[config.mk]
export PLATFORM = sky130hd
export DESIGN_NAME = hilo_mult_unit_flat
export DESIGN_NICKNAME = d
export VERILOG_FILES = /design/src/rtl/hilo_mult_unit_if.sv /design/src/rtl/hilo_mult_unit.sv /design/src/flat_wrapper.sv
export SDC_FILE = /design/constraint.sdc
export NUM_CORES = 1
export LEC_CHECK = 0
export CAP_MARGIN = 30
export CELL_PAD_IN_SITES_DETAIL_PLACEMENT = 0
export CELL_PAD_IN_SITES_GLOBAL_PLACEMENT = 1
export CORE_MARGIN = 2
export CORE_UTILIZATION = 24
export CTS_CLUSTER_DIAMETER = 200
export CTS_CLUSTER_SIZE = 24
export DETAILED_ROUTE_END_ITERATION = 16
export PLACE_DENSITY_LB_ADDON = 0.1
export SLEW_MARGIN = 20
export SYNTH_ARGS = -nofsm -noshare
export SYNTH_HDL_FRONTEND = slang
export SYNTH_SLANG_ARGS = --single-unit
[constraint.sdc]
create_clock -name clk -period 23.8 [get_ports clk]
set_input_delay 5.95 -clock clk [delete_from_list [all_inputs] [get_ports clk]]
set_output_delay 5.95 -clock clk [all_outputs]
set_load 0.005 [all_outputs]
[src/rtl/hilo_mult_unit_if.sv]
// hilo_mult_unit_if -- request/response bundle between the pipeline and the
// HI/LO multiply unit.
//   master : pipeline side (drives start/aluop/operands/mthi-mtlo strobes)
//   slave  : multiply unit side (drives busy/done/result/hi/lo)
//   start          one-cycle multiply request
//   aluop[4:0]     operation code (31 mult, 26 multu, 30 madd, 29 msub,
//                  28 mfhi, 27 mflo)
//   a, b [31:0]    source operands (rs, rt)
//   writehi/lo     mthi/mtlo strobes, load a into HI/LO
//   busy           stall request while the multiply iterates
//   done           one-cycle completion pulse
//   result[31:0]   read port (HI for mfhi, LO otherwise)
//   hi, lo [31:0]  architectural HI/LO registers
interface hilo_mult_unit_if;
  logic        start;
  logic [4:0]  aluop;
  logic [31:0] a;
  logic [31:0] b;
  logic        writehi;
  logic        writelo;
  logic        busy;
  logic        done;
  logic [31:0] result;
  logic [31:0] hi;
  logic [31:0] lo;

  modport master (
    output start, aluop, a, b, writehi, writelo,
    input  busy, done, result, hi, lo
  );

  modport slave (
    input  start, aluop, a, b, writehi, writelo,
    output busy, done, result, hi, lo
  );
endinterface

[src/rtl/hilo_mult_unit.sv]
// hilo_mult_unit -- iterative radix-2 shift-add multiplier owning the MIPS
// HI/LO register pair (mult, multu, madd, msub, mfhi, mflo, mthi, mtlo).
//   clk  : sole clock, rising edge
//   rst  : asynchronous active-high reset
//   bus  : hilo_mult_unit_if.slave (see interface file for signal list)
// A multiply is accepted only in IDLE, iterates one multiplier bit per cycle
// in RUN, and commits {HI,LO} on the RUN->DONE edge. Signed ops multiply the
// magnitudes and negate the 64-bit product at the end.
// Build option: define HILO_EARLY_TERM_EN to leave RUN as soon as the
// remaining multiplier bits are all zero (same results, shorter latency).
module hilo_mult_unit (
  input  logic                  clk,
  input  logic                  rst,
  hilo_mult_unit_if.slave       bus
);
  localparam int DATA_W = 32;

  localparam logic [4:0] OP_MULT  = 5'd31;
  localparam logic [4:0] OP_MULTU = 5'd26;
  localparam logic [4:0] OP_MADD  = 5'd30;
  localparam logic [4:0] OP_MSUB  = 5'd29;
  localparam logic [4:0] OP_MFHI  = 5'd28;

  typedef enum logic [1:0] {IDLE, RUN, DONE} state_t;

  state_t                  state;
  logic [2*DATA_W-1:0]     acc;
  logic [2*DATA_W-1:0]     mcand;
  logic [DATA_W-1:0]       mplier;
  logic [5:0]              cnt;
  logic                    neg;
  logic [4:0]              op;
  logic [DATA_W-1:0]       hi_r;
  logic [DATA_W-1:0]       lo_r;
  logic                    busy_r;
  logic                    done_r;

  logic                    start_mul;
  logic                    signed_op;
  logic [2*DATA_W-1:0]     acc_step;
  logic [2*DATA_W-1:0]     prod;
  logic [2*DATA_W-1:0]     hilo_new;
  logic                    last_iter;

  // Magnitude as an unsigned 32-bit value; 0x80000000 maps to itself.
  function automatic logic [DATA_W-1:0] mag(input logic signed [DATA_W-1:0] v);
    logic signed [DATA_W-1:0] nv;
    nv = -v;
    return v[DATA_W-1] ? DATA_W'(nv) : DATA_W'(v);
  endfunction

  always_comb begin
    start_mul = bus.start && (bus.aluop == OP_MULT || bus.aluop == OP_MULTU ||
                              bus.aluop == OP_MADD || bus.aluop == OP_MSUB);
    signed_op = (bus.aluop != OP_MULTU);
    acc_step  = mplier[0] ? acc + mcand : acc;
    prod      = neg ? (~acc_step + 64'd1) : acc_step;
`ifdef HILO_EARLY_TERM_EN
    last_iter = (cnt == 6'd31) || (mplier[DATA_W-1:1] == '0);
`else
    last_iter = (cnt == 6'd31);
`endif
    case (op)
      OP_MADD: hilo_new = {hi_r, lo_r} + prod;
      OP_MSUB: hilo_new = {hi_r, lo_r} - prod;
      default: hilo_new = prod;
    endcase
  end

  always_ff @(posedge clk or posedge rst) begin
    if (rst) begin
      state  <= IDLE;
      acc    <= '0;
      mcand  <= '0;
      mplier <= '0;
      cnt    <= '0;
      neg    <= 1'b0;
      op     <= '0;
      hi_r   <= '0;
      lo_r   <= '0;
      busy_r <= 1'b0;
      done_r <= 1'b0;
    end else begin
      case (state)
        IDLE: begin
          done_r <= 1'b0;
          if (start_mul) begin
            // A valid multiply start drops any simultaneous mthi/mtlo.
            state  <= RUN;
            busy_r <= 1'b1;
            acc    <= '0;
            cnt    <= '0;
            op     <= bus.aluop;
            if (signed_op) begin
              mcand  <= {{DATA_W{1'b0}}, mag(bus.a)};
              mplier <= mag(bus.b);
              neg    <= bus.a[DATA_W-1] ^ bus.b[DATA_W-1];
            end else begin
              mcand  <= {{DATA_W{1'b0}}, bus.a};
              mplier <= bus.b;
              neg    <= 1'b0;
            end
          end else begin
            if (bus.writehi) hi_r <= bus.a;
            if (bus.writelo) lo_r <= bus.a;
          end
        end
        RUN: begin
          acc    <= acc_step;
          mcand  <= mcand << 1;
          mplier <= mplier >> 1;
          cnt    <= cnt + 6'd1;
          if (last_iter) begin
            state  <= DONE;
            busy_r <= 1'b0;
            done_r <= 1'b1;
            {hi_r, lo_r} <= hilo_new;
          end
        end
        DONE: begin
          done_r <= 1'b0;
          state  <= IDLE;
        end
        default: begin
          state  <= IDLE;
          busy_r <= 1'b0;
          done_r <= 1'b0;
        end
      endcase
    end
  end

  assign bus.busy   = busy_r;
  assign bus.done   = done_r;
  assign bus.hi     = hi_r;
  assign bus.lo     = lo_r;
  assign bus.result = (bus.aluop == OP_MFHI) ? hi_r : lo_r;
endmodule

[src/flat_wrapper.sv]
// flat-port wrapper written by rule: the top's interface ports become plain ports
module hilo_mult_unit_flat 
  (clk, rst, bus_start, bus_aluop, bus_a, bus_b, bus_writehi, bus_writelo, bus_busy, bus_done, bus_result, bus_hi, bus_lo);
  hilo_mult_unit_if bus_i ();
  input  logic clk;
  input  logic rst;
  input wire logic [$bits(bus_i.start)-1:0] bus_start;
  input wire logic [$bits(bus_i.aluop)-1:0] bus_aluop;
  input wire logic [$bits(bus_i.a)-1:0] bus_a;
  input wire logic [$bits(bus_i.b)-1:0] bus_b;
  input wire logic [$bits(bus_i.writehi)-1:0] bus_writehi;
  input wire logic [$bits(bus_i.writelo)-1:0] bus_writelo;
  output wire logic [$bits(bus_i.busy)-1:0] bus_busy;
  output wire logic [$bits(bus_i.done)-1:0] bus_done;
  output wire logic [$bits(bus_i.result)-1:0] bus_result;
  output wire logic [$bits(bus_i.hi)-1:0] bus_hi;
  output wire logic [$bits(bus_i.lo)-1:0] bus_lo;
  assign bus_i.start = bus_start;
  assign bus_i.aluop = bus_aluop;
  assign bus_i.a = bus_a;
  assign bus_i.b = bus_b;
  assign bus_i.writehi = bus_writehi;
  assign bus_i.writelo = bus_writelo;
  assign bus_busy = bus_i.busy;
  assign bus_done = bus_i.done;
  assign bus_result = bus_i.result;
  assign bus_hi = bus_i.hi;
  assign bus_lo = bus_i.lo;
  hilo_mult_unit u_core (.clk(clk), .rst(rst), .bus(bus_i));
endmodule
# Yosys cells after proc, flatten, opt, wreduce, memory -nomap -nowiden
# Index checks and enable logic that the tools add are counted.
# classes
bitwise_logic	3
n_reduce_logical	12
muxes	33
n_eq_ne	16
add_sub_neg	7
# op_table
op	n
$mux W32	12
$pmux W64 S2	3
$mux W64	4
$pmux W32 S2	3
$add A64 B64 Y64	2
$add A64 B1 Y64 const B	1
$neg A32 Y32	2
$not A64 Y64	1
$sub A64 B64 Y64	1
$eq A5 B5 Y1 const B	7
$pmux W6 S2	1
$reduce_and A4 Y1	2
$add A6 B1 Y6 const B	1
$eq A6 B5 Y1 const B	1
$mux W6	1
$ne A2 B2 Y1 const B	3
$reduce_and A2 Y1	3
$mux W1	5
$ne A5 B5 Y1 const B	1
$mux W2	2
$ne A2 B1 Y1 const B	2
$pmux W2 S2	1
$logic_or A1 B1 Y1	3
$pmux W1 S3	1
other kinds (8)	8
# word_totals
wordCells	82
out_inout_bits	98
regBits	240

# Depth between registers and ports, before layout
# Gate-level depths: netlist (run 1).
# logic_depth
ltp_word	9
ltp_mapped	38
mapped_depth_nobuf	36

# Least setup slack after synthesis (run 1)
# Ideal clock, no wire load.
# synth_path
kind	input -> output
start	in bus_aluop[4]
end	out bus_result[0]
t_arrival_ns	6.920
path_stages	5
n_path_buf	1
required_time_ns	17.850
path_slack_ns	10.930
path_cell_list	nand2_1 > nor3_1 > nand2_1 > buf_1 > mux2_2
# synth_between
elab_chain_cells	2
# synth_lines
item	line	text
start, declared	flat_wrapper.sv:8	input wire logic [$bits(bus_i.aluop)-1:0] bus_aluop;
$eq A5 B5 Y1	hilo_mult_unit.sv:137	assign bus.result = (bus.aluop == OP_MFHI) ? hi_r : lo_r;
$mux W32	hilo_mult_unit.sv:137	
end, declared	flat_wrapper.sv:15	output wire logic [$bits(bus_i.result)-1:0] bus_result;
# No other way between the ends.

# Worst setup path in the final report (run 1)
# layout_path
start	in bus_aluop[0]
end	out bus_result[6]
# Same word-level chain as after synthesis.

==> results of run 1 <==
## cell type report
cell class              count  area, µm²  area share
multi-input cells        2620      17400       0.624
clock inverters             2       46.3     0.00166
repair buffers            225       2140      0.0766
diodes                      1       2.50   0.0000895
flip-flops and latches    240       6010       0.215
clock buffers              18        365      0.0131
well taps                1357       1700      0.0607
inverters                  62        240     0.00859
## cells by family after synthesis
logic type,Yosys count,synth area share
multiplexers,62,0.0279
AO/OA/AOI/OAI,1153,0.322
adder cells (fa/ha/maj),133,0.0689
flip-flops,240,0.246
buffers and inverters,249,0.0407
XOR/XNOR,245,0.0887
AND/OR/NAND/NOR,1027,0.206
## placed cells by master, fill, tap and decap left out, types with 18 or more instances in the layout
cell,instances
nand2_1,316
nor2_1,261
a21oi_1,256
dfrtp_1,238
o21ai_0,205
clkdlybuf4s50_1,171
xnor2_1,147
ha_1,131
xor2_1,96
o31ai_1,87
o22ai_1,81
nor3_1,68
nand3_1,68
a211oi_1,68
a21o_1,60
inv_1,59
a22o_1,57
nand4_1,54
buf_4,49
mux2_2,47
a31oi_1,38
nand2b_1,36
and3_1,34
o21a_1,33
or3_1,31
o211ai_1,23
nor2b_1,22
o21bai_1,21
nor4_1,21
o41ai_1,19
and2_1,18
## synthesized netlist by cell type (31+ instances only)
cell      count
o21ai_0     205
nor2_1      263
a211oi_1     68
clkbuf_1    130
a31oi_1      38
o31ai_1      87
nand4_1      54
or3_1        31
mux2_2       47
a21oi_1     257
a22o_1       57
nand2_1     320
o21a_1       33
nand3_1      68
inv_1        60
dfrtp_1     240
and3_1       34
o22ai_1      81
nor3_1       68
nand2b_1     37
buf_2        34
xor2_1       96
xnor2_1     147
ha_1        131
a21o_1       60
## through the flow
step,utilization,worst slack [ns]
after CTS,0.278,9.86
final,0.278,9.86
after global placement,0.273,9.91
after global routing,0.278,9.78
after detailed placement,0.274,9.86
after floorplan,-,10.93
## final timing paths
| path | startpoint | endpoint | slack (ns) | cells past startpoint |
|---|---|---|---|---|
| setup reg to reg | u_core.mplier[0] | u_core.bus.hi[27] | 13.42 | 29 |
| min in group asynchronous | rst | u_core.mplier[24] | 5.80 | 2 |
| hold reg to reg | u_core.op[4] | u_core.op[4] | 0.49 | 1 |
| hold / removal | u_core.op[4] | u_core.op[4] | 0.49 | 1 |
| max in group asynchronous | rst | u_core.acc[23] | 16.10 | 5 |
| setup / recovery | bus_aluop[0] | bus_result[6] | 9.86 | 6 |
## sequential cells by signal, summed over array words and instances, names as in the netlist
signal	cells
u_core.acc	64
u_core.mcand	64
u_core.bus.hi	32
u_core.bus.lo	32
u_core.mplier	32
u_core.cnt	6
u_core.op	5
u_core.state	2
u_core.bus.busy	1
u_core.bus.done	1
u_core.neg	1
## metal layers
metal  up-vias  wire (µm)  track usage
met5         -         30            0
met3       121       4470       0.0231
li1      11800          -            -
met2       585      53500        0.362
met1     12400      49200        0.271
met4         4       3470       0.0607
==> impl_metrics.ini, run 1 <==
[outcome]
status = completed

[layout]
n_fill_cell = 10900
final_nets = 3370
layout.cells.non_filler = 4525
area_delta_synth_final_pct = 14.7
fin_area_mm2 = 0.0280
drive_above_1_share = 0.0650

[floorplanning]
ios = 172
die_x_um = 323
die_area_mm2 = 0.104
core-area_mm2 = 0.100
rows = 116
floorplan.initialDensity = 0.243
die_y_um = 323

[sta]
period_needed_ns = 13.94
fmax_ghz = 0.0717
setup_violations = 0
slew_headroom = 0.355
finalHoldViolCount = 0
drv_slew = 0
period_share = 0.586
finalClockSkew_ns = 0.0439
whs_ns = 0.488
grt_setup_unrepaired = no
totalNegativeSetupSlack_ns = 0
worst_slew_pin_slew_ns = 0.961

[placement]
placed_cell_area_mm2 = 0.0275
placed_cells = 4500
hpwl_mm = 86.8
place.gp.congestion = 0.889
io_buffers = 171

[global_route]
grt_pass1_wl_mm = 164
antenna_found_initial = 6
grt_pass1_vias = 24700
overflow = 0
grt_max_degree = 72
grt_use_total = 0.208

[route]
wirelength_mm = 111
wl_per_cell_um = 24.5
ant_nets = 0
drtIter0Drc = 1788
first_pass_iters = 6
remaining_drc_errors = 0
vias_per_cell = 5.51
vias = 24900

[logic_synthesis]
netlist_top_cells_area = dfrtp_1 (25%), ha_1 (6.7%), xnor2_1 (5.3%)
async_flop_share = 1.00
yosysTopAreaCell = dfrtp_1
yosysSeqAreaShare = 0.246
synth_cell_type_count = 113
ys_ff_latch = 240
syn-num-nets = 3316
synthCells = 3109
synth_edf_count = 0
synth_top_area_share = 0.246
yosys_most_used_dff = dfrtp_1
yosys_warnings = 0
synth.avg_cell_area_um2 = 7.84
syn-cell-area_mm2 = 0.0244

[job]
max_cap_violations = 0

[critical_path]
endpoint_kind = primary output
cp_max_fo = 32
arrival_ns = 7.99
path_buf_inv = 3
crit_slowest_cell = clkdlybuf4s50_1
criticalPathCategory = in -> out
crit_family = buffers and inverters
slowest_delay_ns = 0.55
worstPathCellList = clkdlybuf4s50_1 -> nor3_1 -> nand2_1 -> buf_4 -> mux2_2 -> clkdlybuf4s50_1
cp-start-kind = input port
critPathMostFrequentCell = clkdlybuf4s50_1
critical_path_required_ns = 17.85

[clock_network]
cts_tree = yes
cts-htree-levels = 1
insertion_delay_ns = 0.56
post-cts-setup-buffer-count = 0
hold_buffers = 0
cts.repair.resized = 0
clkSlewWorstSetupHoldPaths_ns = 0.11
cts.sinks = 240
cts_max_path_buffers = 3
cts_buffers = 14
clock-root-buffer = clkbuf_16

[min_path]
hold_path_class = reg -> reg
Power of run 1 is not shown: default switching activity piles up to over one toggle a cycle in this logic, so the estimate is an artifact.
==> run 2, diff against run 1 <==
==> constraint.sdc (replaced) <==
create_clock -name clk -period 13.2 [get_ports clk]
set_input_delay 3.3 -clock clk [delete_from_list [all_inputs] [get_ports clk]]
set_output_delay 3.3 -clock clk [all_outputs]
set_load 0.005 [all_outputs]
==> impl_metrics.ini, run 2 (same netlist as run 1, synthesis figures left out) <==
[sta]
slew_headroom = 0.330
finalHoldViolCount = 0
drv_slew = 0
fmax_ghz = 0.0983
totalNegativeSetupSlack_ns = 0
finalClockSkew_ns = 0.0328
worst_slew_pin_slew_ns = 0.996
grt_setup_unrepaired = no
period_share = 0.771
period_needed_ns = 10.18
setup_violations = 0

[floorplanning]
rows = 116
ios = 172
die_y_um = 323
die_x_um = 323
die_area_mm2 = 0.104
floorplan.initialDensity = 0.243
core-area_mm2 = 0.100

[global_route]
grt_pass1_vias = 24800
antenna_found_initial = 7
use_met3 = 0.0183
grt_max_degree = 73
top_usage_layer = met2
grt_pass1_wl_mm = 167
use_met1 = 0.275
overflow = 0
grtUsageMet2 = 0.380
grt_use_total = 0.213

[clock_network]
hold_buffers = 0
insertion_delay_ns = 0.57
cts.repair.resized = 0
clkSlewWorstSetupHoldPaths_ns = 0.11
cts.sinks = 240
cts_buffers = 14
cts_tree = yes
cts-htree-levels = 1
cts_max_path_buffers = 3
post-cts-setup-buffer-count = 0
clock-root-buffer = clkbuf_16

[layout]
drive_above_1_share = 0.0636
area_delta_synth_final_pct = 14.5
final_common_cell = nand2_1
num_antenna_cells = 0
final_cell_mix = nand2_1 (316), nor2_1 (261), a21oi_1 (256)
top_regs = u_core.acc: 64 flops, u_core.mcand: 64 flops
final_nets = 3365
n_fill_cell = 11000

[critical_path]
r2r_slack_ns = 3.02
cp-start-kind = register
r2r_cells = 30
criticalPathCategory = reg -> reg
worstReg2RegStart = u_core.mcand[0]
crit_family = compound AO/OA/AOI/OAI gates
path_buf_inv = 0
endpoint_kind = register
slowest_delay_ns = 0.90
r2r-end = u_core.bus.hi[31]
critical_path_required_ns = 13.71
crit_slowest_cell = nor4_1
cp_max_fo = 8
arrival_ns = 10.68

[placement]
place.gp.congestion = 0.871
hpwl_mm = 89.2
io_buffers = 171

[min_path]
hold_depth = 1
hold_path_class = reg -> reg
worstHoldEndpoint = u_core.op[4]
holdCritStartpoint = u_core.op[4]

[job]
max_cap_violations = 0

[route]
drtIter0Drc = 1758
remaining_drc_errors = 0
ant_nets = 0
vias = 25000
wirelength_mm = 114
vias_per_cell = 5.54
wl_per_cell_um = 25.2
first_pass_iters = 6

[outcome]
status = completed
## run 2: worst max-delay path by stage
stage / startpoint / endpoint / slack, ns / depth (start not counted)
2_1_floorplan: rst / u_core.acc[0] / 3.31 / 1
3_3_place_gp: u_core.mcand[1] / u_core.bus.hi[27] / 3.20 / 30
3_5_place_dp: u_core.mcand[0] / u_core.bus.hi[31] / 2.95 / 30
4_1_cts: u_core.mcand[0] / u_core.bus.hi[31] / 2.91 / 30
5_1_grt: u_core.mcand[4] / u_core.bus.hi[31] / 2.34 / 29
6_report: u_core.mcand[0] / u_core.bus.hi[31] / 3.02 / 30
## run 2: cell type report
cell class,count,area (µm²),area share
tap,1357,1700,0.0608
sequential,240,6010,0.215
inverter,62,240,0.00861
clock inverter,3,51.3,0.00184
multi-input combinational,2620,17400,0.625
timing repair buffer,220,2110,0.0756
clock buffer,16,358,0.0128
## run 2: metal layers
layer / up-vias / share of wire
met1: 12500 / 0.44
met5: - / 0.00027
met4: 6 / 0.028
li1: 11800 / -
met2: 619 / 0.49
met3: 111 / 0.036
## run 2: stage by stage
step / instances / hold WS, ns / area (µm²) / util / setup WS (ns)
floorplan: 3109 / 0.435 / 24400 / - / 3.31
global placement: 4489 / 0.453 / 27400 / 0.273 / 3.20
detailed placement: 4493 / 0.455 / 27400 / 0.273 / 2.95
CTS: 4512 / 0.486 / 27800 / 0.277 / 2.91
global route: 4518 / 0.524 / 27900 / 0.278 / 2.34
finish: 4518 / 0.486 / 27900 / 0.278 / 3.02
Power of run 2 is left out for the same reason.
==> run 3, diff against run 2 <==
==> constraint.sdc (replaced) <==
create_clock -name clk -period 8.34 [get_ports clk]
set_input_delay 2.085 -clock clk [delete_from_list [all_inputs] [get_ports clk]]
set_output_delay 2.085 -clock clk [all_outputs]
set_load 0.005 [all_outputs]
==> impl_metrics.ini, run 3 (same netlist as run 1, synthesis figures left out) <==
[floorplanning]
die_x_um = 323
core-area_mm2 = 0.100
rows = 116
floorplan.initialDensity = 0.243
die_y_um = 323
ios = 172
die_area_mm2 = 0.104

[clock_network]
cts_tree = yes
cts-htree-levels = 1
clock-root-buffer = clkbuf_16
clkSlewWorstSetupHoldPaths_ns = 0.12
cts.sinks = 240
insertion_delay_ns = 0.57
cts_buffers = 13
cts_max_path_buffers = 3
hold_buffers = 0

[layout]
drive_above_1_share = 0.227
final_nets = 3898
final_cell_mix = buf_4 (568), nand2_1 (315), nor2_1 (257)
final_common_cell = buf_4
area_delta_synth_final_pct = 33.9
n_fill_cell = 10800
top_regs = u_core.acc: 64 flops, u_core.mcand: 64 flops

[route]
vias = 27100
first_pass_iters = 5
vias_per_cell = 5.36
wirelength_mm = 118
ant_nets = 0
drtIter0Drc = 1621
wl_per_cell_um = 23.4
remaining_drc_errors = 0

[sta]
drv_slew = 0
finalHoldViolCount = 0
worst_slew_pin_slew_ns = 0.963
fmax_ghz = 0.122
grt_setup_unrepaired = yes
slew_headroom = 0.353
finalClockSkew_ns = 0.0527
period_needed_ns = 8.18
period_share = 0.981
totalNegativeSetupSlack_ns = 0
setup_violations = 0

[min_path]
hold_path_class = reg -> reg
holdCritStartpoint = u_core.op[3]

[outcome]
status = completed

[global_route]
overflow = 0
grt_max_degree = 125
antenna_found_initial = 6
grt_pass1_vias = 26900
grt_pass1_wl_mm = 174
grt_use_total = 0.220

[critical_path]
arrival_ns = 8.64
endpoint_kind = register
crit_slowest_cell = or4_4
critical_path_required_ns = 8.80
slowest_delay_ns = 0.60
crit_start = u_core.mcand[0]
crit_family = compound AO/OA/AOI/OAI gates
cp-start-kind = register
worstReg2RegStart = u_core.mcand[0]
path_buf_inv = 3
cp_max_fo = 4
criticalPathCategory = reg -> reg

[job]
max_cap_violations = 0

[placement]
place.gp.congestion = 0.924
io_buffers = 171
hpwl_mm = 93.8
run 3: timing repair:
item,in CTS,in global routing
gates resized for setup,41,124
pin swaps,8,78
gates cloned,0,0
setup endpoints to repair,12,18
setup buffers,7,24
run 3: worst paths after layout:
path / to / slack [ns] / cells after the start
max in group asynchronous: u_core.mplier[0] / 5.00 / 4
worst max-delay path: u_core.bus.hi[31] / 0.16 / 33
min in group asynchronous: u_core.mplier[26] / 2.05 / 3
worst max register to register: u_core.bus.hi[31] / 0.16 / 33
worst min register to register: u_core.op[3] / 0.48 / 1
worst min-delay path: u_core.op[3] / 0.48 / 1
run 3: per-stage QoR:
step	hold slack [ns]	setup slack (ns)	std cells	utilization	area [µm²]
6_report	0.482	0.162	5049	0.325	32600
5_1_grt	0.520	-0.242	5049	0.325	32600
4_1_cts	0.485	0.000965	5024	0.317	31900
3_5_place_dp	0.455	-0.549	5002	0.312	31300
3_3_place_gp	0.456	-0.559	5000	0.312	31300
2_1_floorplan	0.435	0.241	3109	-	24400
run 3: area by class of cell:
type / count / area (µm²) / share of cell area
multi-input combinational: 2620 / 18200 / 0.556
clock buffer: 15 / 333 / 0.0102
antenna: 1 / 2.50 / 0.0000767
tap: 1357 / 1700 / 0.0520
timing repair buffer: 754 / 6190 / 0.190
inverter: 62 / 236 / 0.00725
sequential: 240 / 6010 / 0.184
run 3: worst register-to-register path: cells and delay by family, from the launching register on:
family                     cells  cell delay [ns]
muxes                          1             0.09
xor gates and xnor gates       3             0.56
DFF                            1             0.41
AOI/OAI and AO/OA             13             3.07
and+or+nand+nor               10             2.62
buffers and inverters          3             0.41
adders and majority gates      3             0.94
run 3: layer usage:
| metal | routed length (µm) | GRT usage | vias up | share of wire |
|---|---|---|---|---|
| li1 | - | - | 12900 | - |
| met1 | 52000 | 0.282 | 13500 | 0.44 |
| met2 | 58800 | 0.398 | 587 | 0.50 |
| met3 | 3950 | 0.0182 | 127 | 0.033 |
| met4 | 3260 | 0.0537 | 8 | 0.028 |
| met5 | 50 | 0 | - | 0.00042 |
Power of run 3 is left out for the same reason.
